<file path="config.mk">
export PLATFORM = sky130hd
export DESIGN_NAME = receiver
export DESIGN_NICKNAME = d
export VERILOG_FILES = /design/src/rtl/receiver_pkg.sv /design/src/rtl/receiver_sync.sv /design/src/rtl/receiver.sv
export SDC_FILE = /design/constraint.sdc
export NUM_CORES = 1
export LEC_CHECK = 0
export CAP_MARGIN = 20
export CORE_ASPECT_RATIO = 0.6
export CORE_MARGIN = 10
export CORE_UTILIZATION = 56
export DETAILED_ROUTE_END_ITERATION = 10
export DONT_BUFFER_PORTS = 1
export PLACE_DENSITY = 0.7
export SETUP_SLACK_MARGIN = 0.02
export SLEW_MARGIN = 25
export SYNTH_ARGS = -nofsm -noshare
export SYNTH_HDL_FRONTEND = slang
export SYNTH_SLANG_ARGS = --single-unit
</file>
<file path="constraint.sdc">
create_clock -name rx_clk -period 2.75 [get_ports rx_clk]
set_input_delay 0.55 -clock rx_clk [delete_from_list [all_inputs] [get_ports rx_clk]]
set_output_delay 0.55 -clock rx_clk [all_outputs]
set_load 0.01 [all_outputs]
</file>
<file path="src/rtl/receiver_pkg.sv">
// Shared UART definitions: receiver FSM encoding, default frame geometry and
// the parity helper that the transmitter also uses.
package receiver_pkg;

  typedef enum logic [2:0] {
    ST_IDLE,
    ST_START,
    ST_DATA,
    ST_PARITY,
    ST_STOP,
    ST_BREAK
  } rx_state_e;

  localparam int unsigned UART_OVERSAMPLE = 16;
  localparam int unsigned UART_DATA_WIDTH = 8;

  // Parity bit a transmitter appends to 'word' (zero-extended data).
  function automatic logic parity_of(input logic [31:0] word, input logic odd);
    return (^word) ^ odd;
  endfunction

endpackage

</file>
<file path="src/rtl/receiver_sync.sv">
// Two-flop synchronizer for an asynchronous single-bit input.
module rx_sync #(
  parameter logic RESET_VAL = 1'b1
) (
  input  logic clk,
  input  logic rst_n,
  input  logic d,
  output logic q
);

  logic meta_q, meta_d;
  logic sync_q, sync_d;

  always_comb begin
    meta_d = d;
    sync_d = meta_q;
  end

  always_ff @(posedge clk or negedge rst_n) begin
    if (!rst_n) begin
      meta_q <= RESET_VAL;
      sync_q <= RESET_VAL;
    end else begin
      meta_q <= meta_d;
      sync_q <= sync_d;
    end
  end

  assign q = sync_q;

endmodule

</file>
<file path="src/rtl/receiver.sv">
// UART receive stage: oversampled start/data/parity/stop framing into a
// parallel word with one-cycle valid, framing-error and parity-error strobes.
module receiver
  import receiver_pkg::*;
#(
  parameter int unsigned DATA_WIDTH = UART_DATA_WIDTH,
  parameter int unsigned OVERSAMPLE = UART_OVERSAMPLE,
  parameter int unsigned PARITY_EN  = 0,
  parameter int unsigned PARITY_ODD = 0
) (
  input  logic                  rx_clk,
  input  logic                  rst_n,
  input  logic                  rx_in,
  output logic [DATA_WIDTH-1:0] data_out,
  output logic                  data_valid,
  output logic                  frame_err,
  output logic                  parity_err,
  output logic                  busy
);

  localparam int unsigned CW = $clog2(OVERSAMPLE);
  localparam int unsigned BW = (DATA_WIDTH > 1) ? $clog2(DATA_WIDTH) : 1;
  localparam logic [CW-1:0] CNT_HALF = CW'(OVERSAMPLE / 2 - 1);
  localparam logic [CW-1:0] CNT_FULL = CW'(OVERSAMPLE - 1);
  localparam logic [BW-1:0] BIT_LAST = BW'(DATA_WIDTH - 1);

  logic                  rx_s;
  rx_state_e             state_q, state_d;
  logic [CW-1:0]         cnt_q, cnt_d;
  logic [BW-1:0]         bit_q, bit_d;
  logic [DATA_WIDTH-1:0] shift_q, shift_d;
  logic                  perr_q, perr_d;
  logic [DATA_WIDTH-1:0] data_q, data_d;
  logic                  valid_q, valid_d;
  logic                  ferr_q, ferr_d;
  logic                  pe_q, pe_d;

  rx_sync #(.RESET_VAL(1'b1)) u_sync (
    .clk   (rx_clk),
    .rst_n (rst_n),
    .d     (rx_in),
    .q     (rx_s)
  );

  always_comb begin
    state_d = state_q;
    cnt_d   = cnt_q + CW'(1);
    bit_d   = bit_q;
    shift_d = shift_q;
    perr_d  = perr_q;
    data_d  = data_q;
    valid_d = 1'b0;
    ferr_d  = 1'b0;
    pe_d    = 1'b0;

    unique case (state_q)
      ST_IDLE: begin
        cnt_d  = '0;
        bit_d  = '0;
        perr_d = 1'b0;
        if (!rx_s) state_d = ST_START;
      end
      ST_START: begin
        if (cnt_q == CNT_HALF) begin
          cnt_d   = '0;
          state_d = rx_s ? ST_IDLE : ST_DATA;
        end
      end
      ST_DATA: begin
        if (cnt_q == CNT_FULL) begin
          cnt_d   = '0;
          shift_d = {rx_s, shift_q[DATA_WIDTH-1:1]};
          if (bit_q == BIT_LAST) begin
            state_d = (PARITY_EN != 0) ? ST_PARITY : ST_STOP;
          end else begin
            bit_d = bit_q + BW'(1);
          end
        end
      end
      ST_PARITY: begin
        if (cnt_q == CNT_FULL) begin
          cnt_d   = '0;
          perr_d  = parity_of(32'(shift_q), 1'(PARITY_ODD)) != rx_s;
          state_d = ST_STOP;
        end
      end
      ST_STOP: begin
        // Leaving at the stop midpoint lets a back-to-back start edge resync.
        if (cnt_q == CNT_FULL) begin
          cnt_d = '0;
          if (rx_s) begin
            state_d = ST_IDLE;
            if (perr_q) begin
              pe_d = 1'b1;
            end else begin
              data_d  = shift_q;
              valid_d = 1'b1;
            end
          end else begin
            state_d = ST_BREAK;
            ferr_d  = 1'b1;
            pe_d    = perr_q;
          end
        end
      end
      ST_BREAK: begin
        cnt_d = '0;
        if (rx_s) state_d = ST_IDLE;
      end
      default: begin
        cnt_d   = '0;
        state_d = ST_IDLE;
      end
    endcase
  end

  always_ff @(posedge rx_clk or negedge rst_n) begin
    if (!rst_n) begin
      state_q <= ST_IDLE;
      cnt_q   <= '0;
      bit_q   <= '0;
      shift_q <= '0;
      perr_q  <= 1'b0;
      data_q  <= '0;
      valid_q <= 1'b0;
      ferr_q  <= 1'b0;
      pe_q    <= 1'b0;
    end else begin
      state_q <= state_d;
      cnt_q   <= cnt_d;
      bit_q   <= bit_d;
      shift_q <= shift_d;
      perr_q  <= perr_d;
      data_q  <= data_d;
      valid_q <= valid_d;
      ferr_q  <= ferr_d;
      pe_q    <= pe_d;
    end
  end

  assign data_out   = data_q;
  assign data_valid = valid_q;
  assign frame_err  = ferr_q;
  assign parity_err = pe_q;
  assign busy       = (state_q != ST_IDLE);

endmodule

</file>
# Word-level counts from Yosys, hierarchy flattened
# Index checks and enable logic that the tools add are counted.
[totals] out_inout_bits=12 register_bits=32 input_bits=3
[classes] reduce_logical=11 n_eq_ne=17 n_addsub=2 n_bitwise=1 muxes=29
[ops] op="$reduce_xor 32->1" count=1
[ops] op="$mux 3" count=10
[ops] op="$pmux 3 s6" count=1
[ops] op="$ne 2x2->1 const B" count=7
[ops] op="$mux 1" count=12
[ops] op="$eq 3x3->1 const B" count=3
[ops] op="$mux 4" count=2
[ops] op="$pmux 4 s2" count=1
[ops] op="$reduce_and 7->1" count=1
[ops] op="$eq 3x2->1 const B" count=2
[ops] op="$pmux 3 s2" count=1
[ops] op="$add 4x1->4 const B" count=1
[ops] op="$eq 4x3->1 const B" count=1
[ops] op="$eq 4x4->1 const B" count=1
[ops] op="$reduce_and 2->1" count=2
[ops] op="$reduce_and 4->1" count=1
[ops] op="$reduce_bool 2->1" count=2
[ops] op="$add 3x1->3 const B" count=1
[ops] op="$eq 3x1->1 const B" count=1
[ops] op="$logic_not 3->1" count=1
[ops] op="$reduce_and 3->1" count=1
[ops] op="$reduce_bool 3->1" count=1
[ops] op="$reduce_or 3->1" count=1
[ops] op="$mux 2" count=1
[ops] op="other kinds (4)" count=4

# Depth between registers and ports, before layout
[depth] depth_word=4 depth_mapped=6

# Modules after synthesis
# A second synthesis with hierarchy kept.
[hier_totals] hier_cells=110 area_unflattened_um2=1485.2
[modules_own_cells] mod="receiver" area_each_um2=1432.6 seq_area_each_um2=750.7 cells_each=108 n_inst=1
[modules_own_cells] mod="rx_sync" area_each_um2=52.6 seq_area_each_um2=52.6 cells_each=2 n_inst=1

# Least setup slack after synthesis
# OpenSTA, ideal clock, no wires.
[synth_path] path_type="register to register" from="register cnt_q[0]" to="register data_q[0], in the netlist data_out[0]" path_stages_with_launch=7 slack_ns=0.849 t_required_ns=2.625 arrival_time_ns=1.776 period_less_slack_ns=1.901 cell_sequence="dfrtp_1 ha_1 nand3_2 or4_4 nor3b_2 buf_6 mux2_4"
[synth_between] elab_chain_len=2
[synth_lines] item="from (decl)" line="receiver.sv:29" source="logic [CW-1:0] cnt_q, cnt_d;"
[synth_lines] item="from (signal assigned)" line="receiver.sv:130" source="cnt_q <= cnt_d;"
[synth_lines] item="$eq 4x4->1" line="receiver.sv:89" source="if (cnt_q == CNT_FULL) begin"
[synth_lines] item="$reduce_and 4->1 (no line)"
[synth_lines] item="to (signal assigned)" line="receiver.sv:134" source="data_q <= data_d;"
[synth_lines] item="to (decl)" line="receiver.sv:33" source="logic [DATA_WIDTH-1:0] data_q, data_d;"
# Every way passes these cells.
# A chain may end at the register's enable or synchronous reset.

# Final worst setup path
[layout_path] from="register cnt_q[0]" to="register data_q[1], in the netlist data_out[1]"
# Same word-level chain as after synthesis.

==> flow_metrics.tcl <==
set metrics [dict create \
    layout.cells.most_common "dfrtp_1" \
    ys_seq_elements 32 \
    antenna_left 0 \
    arrival_ns 2.22 \
    drtIter0Drc 46 \
    p_leak_nw 0.763 \
    seq_area_sq_um 803 \
    grt_pass1_vias 777 \
    r2r-end "data_out[1]" \
    fin_skew_ns 0.00742 \
    status "complete, no violations" \
    crit_slowest_cell "or4_4" \
    rows 14 \
    regToRegSetupSlack_ns 0.69 \
    tightest_slew_ns 0.691 \
    post-route-drc-count 0 \
    tritoncts "built" \
    relSlewSlack 0.537 \
    grt_usage 0.103 \
    postCtsSetupBuffers 0 \
    setup_viol 0 \
    synth.avg_cell_area_sq_um 13.3 \
    fmax_ghz 0.485 \
    postRouteWirelength_mm 2.50 \
    layout-drive-gt1-share 0.304 \
    r2r_cells 6 \
    multi_input_area_sq_um 619 \
    cp-endpoint "data_out[1]" \
    slew_viol_final 0 \
    area.growth.synth_to_final_pct 7.80 \
    synthDistinctLibCells 36 \
    cp-start-kind "flip-flop" \
    layout_common_cells "30 x dfrtp_1, 10 x mux2_2, 8 x nor2_1, 8 x mux2_4, 6 x clkbuf_8" \
    num_vias 850 \
    synth_top_cell_area_share 0.508 \
    dpl.hpwl_mm 1.75 \
    ys.flop_type "dfrtp_1" \
    rsz0062_at_grt "false" \
    dieHeight_um 59.8 \
    grt_max_degree 31 \
    netlist_area_sq_um 1480 \
    irDropWorstVdd_mv 0.372 \
    antenna_cells 0 \
    io_buffers 0 \
    clk_path_buf_depth 2 \
    core_sq_um 2500 \
    routabilityCongestion 0.797 \
    cts_buffers 5 \
    grt_antenna_before_repair 0 \
    cts.sinks 32 \
    endpoint_kind "flip-flop" \
    min_path_type "input port to asynchronous set/reset pin" \
    hold_ws_ns 0.0825 \
    grt_pass1_wl_mm 3.99 \
    yosys_warnings 0 \
    synth_edf_count 0 \
    pwr_density_cell_nw_per_um2 729 \
    r2r_start "cnt_q[0]" \
    ys_top_cells_by_area "dfrtp_1 51%, mux2_4 8.1%, mux2_2 7.6%" \
    syn-num-nets 117 \
    root_buffer "clkbuf_8" \
    fin_crit_sh 0.750 \
    tns_ns 0 \
    worstPathRequired_ns 2.91 \
    pin_count 15 \
    path_max_fanout 9 \
    die_area_sq_um 5160 \
    period_minus_slack_ns 2.06 \
    fillers 202 \
    nets 120 \
    finalPower_mw 1.16 \
    die_width_um 86.3 \
    maxCapViolCount 0 \
    worstSkewPairLatency_ns 0.28 \
    drt-pass1-iter-count 4 \
    ys_seq_area_frac 0.544 \
    start_util 0.589 \
    postSynthCellCount 111 \
    startpoint "cnt_q[0]" \
    path_clk_slew_ns 0.07 \
    synthArstFlopShare 1.00 \
    grt-ovfl-total 0 \
    wire_per_inst_um 17.0 \
    slowest_delay_ns 0.44 \
    htree_levels 2 \
    synth_top_area_cell "dfrtp_1" \
    avgViaCountPerCell 5.78 \
    hold_viol 0 \
    crit_chain "ha_1 -> nand3_2 -> or4_4 -> nor3b_2 -> buf_4 -> mux2_4" \
    critPathKind "flip-flop to flip-flop" \
]
## per-layer routing
metal	part of all wire	vias up	GRT usage	wire, um
met5	0	-	0	0
li1	-	405	-	-
met4	0.012	0	0.0483	31
met1	0.51	421	0.138	1290
met3	0.082	3	0.0611	204
met2	0.39	21	0.125	979
## synthesized netlist by cell type, types with 3 or more instances
library cell and instances:
dfrtp_1 30, mux2_2 10, mux2_4 8, nor2_1 8
xnor2_1 4, xor2_1 4, a22o_1 3, and3_1 3
ha_1 3, o21ai_0 3
## worst min-delay path by stage
stage / endpoint / cells past startpoint
floorplan: bit_q[0] / 0
global placement: bit_q[0] / 0
detailed placement: bit_q[1] / 0
CTS: bit_q[1] / 1
global route: cnt_q[0] / 1
finish: cnt_q[0] / 1
## state kept, by name, summed over array words and instances (netlist names), 3 cells and up
name      flops
bit_q         3
shift_q       8
cnt_q         4
state_q       3
data_out      8
## logic make-up (layout without fill, tap and decap cells)
| group | Yosys count | after routing | synth area share |
|---|---|---|---|
| DFF | 32 | 32 | 0.544 |
| AOI/OAI and AO/OA | 14 | 14 | 0.0678 |
| muxes | 18 | 18 | 0.158 |
| buffers and inverters | 9 | 13 | 0.0364 |
| adders and majority gates | 3 | 3 | 0.0254 |
| xor gates and xnor gates | 9 | 9 | 0.0627 |
| and+or+nand+nor | 26 | 26 | 0.106 |
## worst max-delay path, delay by kind of cell (launching register included)
kind	cells	cell delay, ns
buffers and inverters	1	0.23
muxes	1	0.32
adders and majority gates	1	0.28
DFF	1	0.37
and+or+nand+nor	3	0.72
## metrics by stage
stage	cell area (sq um)	utilization	setup WS, ns	cells
2_1_floorplan	1480	-	0.849	111
3_3_place_gp	1480	0.591	0.761	138
3_5_place_dp	1480	0.591	0.708	138
4_1_cts	1590	0.635	0.694	147
5_1_grt	1590	0.635	0.591	147
6_report	1590	0.635	0.689	147
## repair_timing
item / CTS / global route
setup endpoints to repair: 0 / 0
resized for setup: 0 / 0
hold buffers: 1 / 0
hold endpoints to repair: 30 / 0
## final cells by class
cell class                 instances  area share
inverter                           3     0.00708
multi-input combinational         70       0.389
clock buffer                       8      0.0566
sequential                        32       0.505
tap                               32      0.0252
timing repair buffer               2      0.0173
## power breakdown
| part | internal, mW | total, mW | switching [mW] | leakage [nW] |
|---|---|---|---|---|
| clock network | 0.204 | 0.365 | 0.162 | 0.0455 |
| logic | 0.0959 | 0.214 | 0.118 | 0.282 |
| registers | 0.507 | 0.580 | 0.0725 | 0.435 |
| total | 0.807 | 1.16 | 0.352 | 0.763 |
No activity file was read; power rests on OpenSTA's default activity.
==> edit 1: new RTL, same settings <==
The package constant `UART_DATA_WIDTH` goes from 8 to 16.
--- a/src/rtl/receiver_pkg.sv
+++ b/src/rtl/receiver_pkg.sv
@@ -14,3 +14,3 @@
   localparam int unsigned UART_OVERSAMPLE = 16;
-  localparam int unsigned UART_DATA_WIDTH = 8;
+  localparam int unsigned UART_DATA_WIDTH = 16;
 
Ports: changed (resized data_out); port bits go from 15 to 23. The function was not compared with the original's and may differ.
==> edit 1 against the original RTL <==
Count of clock-buffer cells in the layout is 1 lower; total power is 23% higher; area after synthesis is 46% higher; utilization is 0.90 points lower; sequential power is 40% higher; wire length is 43% higher; cell area is 45% higher; die area is 32% higher; setup slack better by 0.10 ns; first-iteration DRC count is 4.3% lower; sequential cell count is 17 higher; synthesized cell count is 51% higher; critical path type unchanged; critical endpoint is now shift_q[2]; highest routed layer unchanged.
==> edit 1: results (changes against the original RTL) <==
[critical_path]
crit_end=shift_q[2]  ; was data_out[1]
critical-path-max-stage-delay_ns=0.40  ; was 0.44 ns
crit_start=cnt_q[0]  ; unchanged
crit_path_top_delay_cell=nor2_4  ; was or4_4
arrival_ns=2.13  ; was 2.22 ns
cp_max_fo=16  ; was 9
r2r_slack_ns=0.79  ; was 0.69 ns
reg2reg_depth=5  ; was 6

[power_and_ir_drop]
vdd_drop_max_uv=505  ; was 372 uV
switchingPower_uw=390  ; was 352 uW
power.leakage_nw=1.14  ; was 0.763 nW

[finish]
nets=177  ; was 120
fill_cells=300  ; was 202
drive_above_1_share=0.262  ; was 0.304

[clock_network]
cts_resized=0  ; unchanged
cts_buffers=5  ; unchanged
clock_latency_ns=0.29
postCtsSetupRepairBufs=0  ; unchanged

[global_routing]
track_usage=0.112  ; was 0.103
grt_pass1_vias=1199  ; was 777
grt_pass1_wl_microns=6060  ; was 3990 microns
grt_max_degree=48  ; was 31

[logic_synthesis]
yosysUniqueCellTypes=33  ; was 36
synth_common_cells=47 x dfrtp_1, 31 x mux2_2, 13 x xnor2_1  ; was 30 x dfrtp_1, 10 x mux2_2, 8 x mux2_4, 8 x nor2_1
synth-async-reset-ratio=1.00  ; unchanged
synthTopCellsByArea=dfrtp_1 55%, mux2_2 16%, xnor2_1 5.3%  ; was dfrtp_1 51%, mux2_4 8.1%, mux2_2 7.6%
ys_seq_area_frac=0.570  ; was 0.544
synthesis.nets=173  ; was 117

[placed_design]
gp_congestion=0.829  ; was 0.797
io_buffers=0  ; unchanged
post-dp-hpwl_microns=2570  ; was 1750 microns
placed_area_sq_um=2190  ; was 1480 sq um

[route]
drtIter0Drc=44  ; was 46
wl_microns=3590  ; was 2500 microns
vias_per_cell=5.67  ; was 5.78
drtPass1Iterations=4  ; unchanged

[sta]
tightest_slew_ns=0.448  ; was 0.691 ns
skew_ns=0.00674  ; was 0.00742 ns

[run_status]
run_status=finished, final reports clean  ; unchanged

==> edit 1: cell types whose count changed after synthesis, sizes merged, moves of 4 or more <==
cell | before | now
xnor2 | 4 | 13
nand2 | 1 | 10
mux2 | 18 | 32
o21ai | 3 | 11
a21oi | 0 | 4
dfrtp | 30 | 47
==> edit 1: area by class of cell <==
cell class	instances	share of cell area
inverter	3	0.00489
tap	47	0.0255
timing repair buffer	1	0.0119
sequential	49	0.533
multi-input combinational	112	0.387
clock buffer	7	0.0375
==> edit 1: timing repair <==
item                                    4_1_cts  5_1_grt
endpoints found under the setup margin        0        0
hold buffers                                  1        0
endpoints found under the hold margin        47        0
==> edit 1: metal layers <==
metal / track usage / wire (microns)
met1: 0.152 / 1810
met2: 0.157 / 1500
met3: 0.0492 / 247
met4: 0.0333 / 28
met5: 0 / 0
==> edit 1: stage by stage <==
stage	hold slack (ns)	cells	utilization	setup slack (ns)
finish	0.0959	219	0.626	0.791
global route	0.0775	219	0.626	0.653
CTS	0.0866	219	0.626	0.790
detailed placement	0.256	211	0.595	0.808
global placement	0.256	211	0.595	0.909
floorplan	0.254	168	-	1.07
==> edit 1: how the worst min path moves through the flow <==
stage | startpoint | depth (start not counted) | endpoint
6_report | rst_n | 0 | u_sync.meta_q
5_1_grt | rst_n | 0 | u_sync.meta_q
4_1_cts | rst_n | 0 | u_sync.meta_q
3_5_place_dp | rst_n | 0 | state_q[1]
3_3_place_gp | rst_n | 0 | state_q[1]
2_1_floorplan | rst_n | 0 | bit_q[0]
==> edit 1: cell families (layout without fill, tap and decap cells) <==
logic type | Yosys count | in the layout | share of synthesized area
AOI/OAI and AO/OA | 22 | 22 | 0.0621
xor gates and xnor gates | 17 | 17 | 0.0754
adders and majority gates | 2 | 2 | 0.0116
buffers and inverters | 7 | 11 | 0.0168
DFF | 49 | 49 | 0.570
muxes | 32 | 32 | 0.167
and+or+nand+nor | 39 | 39 | 0.0975
==> edit 1: critical path, delay by kind of cell, from the launching register on <==
family | cells | cell delay, ns
and+or+nand+nor | 3 | 0.84
muxes | 1 | 0.39
DFF | 1 | 0.38
adders and majority gates | 1 | 0.23
==> edit 1: power groups by stage <==
stage | registers [mW] | logic [mW] | clock network, mW
after floorplan | 0.803 | 0.158 | 0
after global placement | 0.820 | 0.172 | 0
after global routing | 0.818 | 0.222 | 0.460
final | 0.812 | 0.198 | 0.412
after detailed placement | 0.825 | 0.181 | 0
after CTS | 0.810 | 0.201 | 0.427
==> edit 2: new RTL, same settings <==
Made on the original files. Take the reset off `shift_q` and `data_q` and load them in a clocked block of their own.
--- a/src/rtl/receiver.sv
+++ b/src/rtl/receiver.sv
@@ -121,5 +121,3 @@
       bit_q   <= '0;
-      shift_q <= '0;
       perr_q  <= 1'b0;
-      data_q  <= '0;
       valid_q <= 1'b0;
@@ -131,5 +129,3 @@
       bit_q   <= bit_d;
-      shift_q <= shift_d;
       perr_q  <= perr_d;
-      data_q  <= data_d;
       valid_q <= valid_d;
@@ -138,2 +134,7 @@
     end
+  end
+
+  always_ff @(posedge rx_clk) begin
+    shift_q <= shift_d;
+    data_q  <= data_d;
   end
Check against the original RTL: same outputs for any inputs over 10 cycles, from zero or initial values and one cycle with rst_n low; that may be too few to reach the edited logic, so the function may still have changed.
==> edit 2 against the original RTL <==
Wire length down 0.84%; die area shrank 5.9%; cell area decreased by 5.6%; maximum frequency grew 3.7%; sequential cell count is the same; total power up 15%; utilization up 3.9 points; setup slack better by 0.073 ns; clock power increased by 16%; area after synthesis down 8.2%; global-route usage rose by 0.35 points.
==> edit 2: results (changes against the original RTL) <==
[run_status]
run_status=finished, final reports clean  ; unchanged

[power_and_ir_drop]
power.leakage_nw=0.584  ; was 0.763 nW
vdd_drop_max_uv=451  ; was 372 uV
p_per_area_nw_per_um2=887  ; was 729 nW/um^2

[logic_synthesis]
synth-main-ff-cell=edfxtp_1  ; was dfrtp_1
synthTopCellsByArea=edfxtp_1 35%, dfrtp_1 26%, dfstp_2 3.9%  ; was dfrtp_1 51%, mux2_4 8.1%, mux2_2 7.6%
yosysUniqueCellTypes=34  ; was 36
synth_common_cells=16 x edfxtp_1, 14 x dfrtp_1, 7 x nor2_1  ; was 30 x dfrtp_1, 10 x mux2_2, 8 x mux2_4, 8 x nor2_1
synthesis.nets=106  ; was 117

[sta]
relSlewSlack=0.569  ; was 0.537
skew_ns=0.00598  ; was 0.00742 ns
whs_ns=0.109  ; was 0.0825 ns
setup_slack_ns=0.762  ; was 0.689 ns

[critical_path]
rr_endpoint=data_out[1]  ; unchanged
arrival_ns=1.97  ; was 2.22 ns
crit_path_top_delay_cell=dfrtp_1  ; was or4_4
cp_max_fo=8  ; was 9
critical-path-max-stage-delay_ns=0.37  ; was 0.44 ns

[finish]
nFlopsAndLatches=32  ; unchanged
seqCellArea_sq_um=883  ; was 803 sq um
multiInputGateArea_sq_um=439  ; was 619 sq um
bufAreaShareNonClock=0.0167  ; was 0.0173
drive_above_1_share=0.132  ; was 0.304
fill_cells=149  ; was 202
clock_buffer_count=5  ; was 8
nets=111  ; was 120
multi_input_cells=60  ; was 70
num-nonclk-buffers=3  ; was 2
clk_share=0.0708  ; was 0.0566

[placed_design]
post-place-cells=127  ; was 138
post-place-ws_ns=0.870  ; was 0.708 ns
post-dp-hpwl_microns=1700  ; was 1750 microns
placed_area_sq_um=1390  ; was 1480 sq um

[route]
drtIter0Drc=152  ; was 46
wl_microns=2480  ; was 2500 microns
vias=776  ; was 850
wl_per_cell_microns=18.3  ; was 17.0 microns

[global_routing]
grt_pass1_wl_microns=3950  ; was 3990 microns
grt_max_degree=16  ; was 31
grt_pass1_vias=729  ; was 777
track_usage=0.106  ; was 0.103

[floorplan]
num_rows=13  ; was 14

[clock_network]
clockBufferDepth=2  ; unchanged
postCtsSetupRepairBufs=0  ; unchanged

edit 2: layer usage:
metal | GRT usage | part of all wire | vias up
li1 | - | - | 375
met1 | 0.139 | 0.50 | 364
met2 | 0.137 | 0.39 | 35
met3 | 0.0669 | 0.11 | 2
met4 | 0.0356 | 0.0077 | 0
met5 | 0 | 0 | -
edit 2: cells by family (layout without fill, tap and decap cells):
| family | Yosys count | after routing | share of synthesized area |
|---|---|---|---|
| adders and majority gates | 3 | 3 | 0.0277 |
| and+or+nand+nor | 26 | 26 | 0.102 |
| muxes | 1 | 1 | 0.00831 |
| DFF | 32 | 32 | 0.652 |
| buffers and inverters | 8 | 14 | 0.0240 |
| AOI/OAI and AO/OA | 20 | 20 | 0.106 |
| xor gates and xnor gates | 10 | 10 | 0.0803 |
edit 2: where the power goes:
group | internal [mW] | switching [mW] | leakage [nW]
sequential | 0.562 | 0.0968 | 0.345
clock | 0.263 | 0.158 | 0.0532
combinational | 0.125 | 0.127 | 0.186
total | 0.950 | 0.382 | 0.584
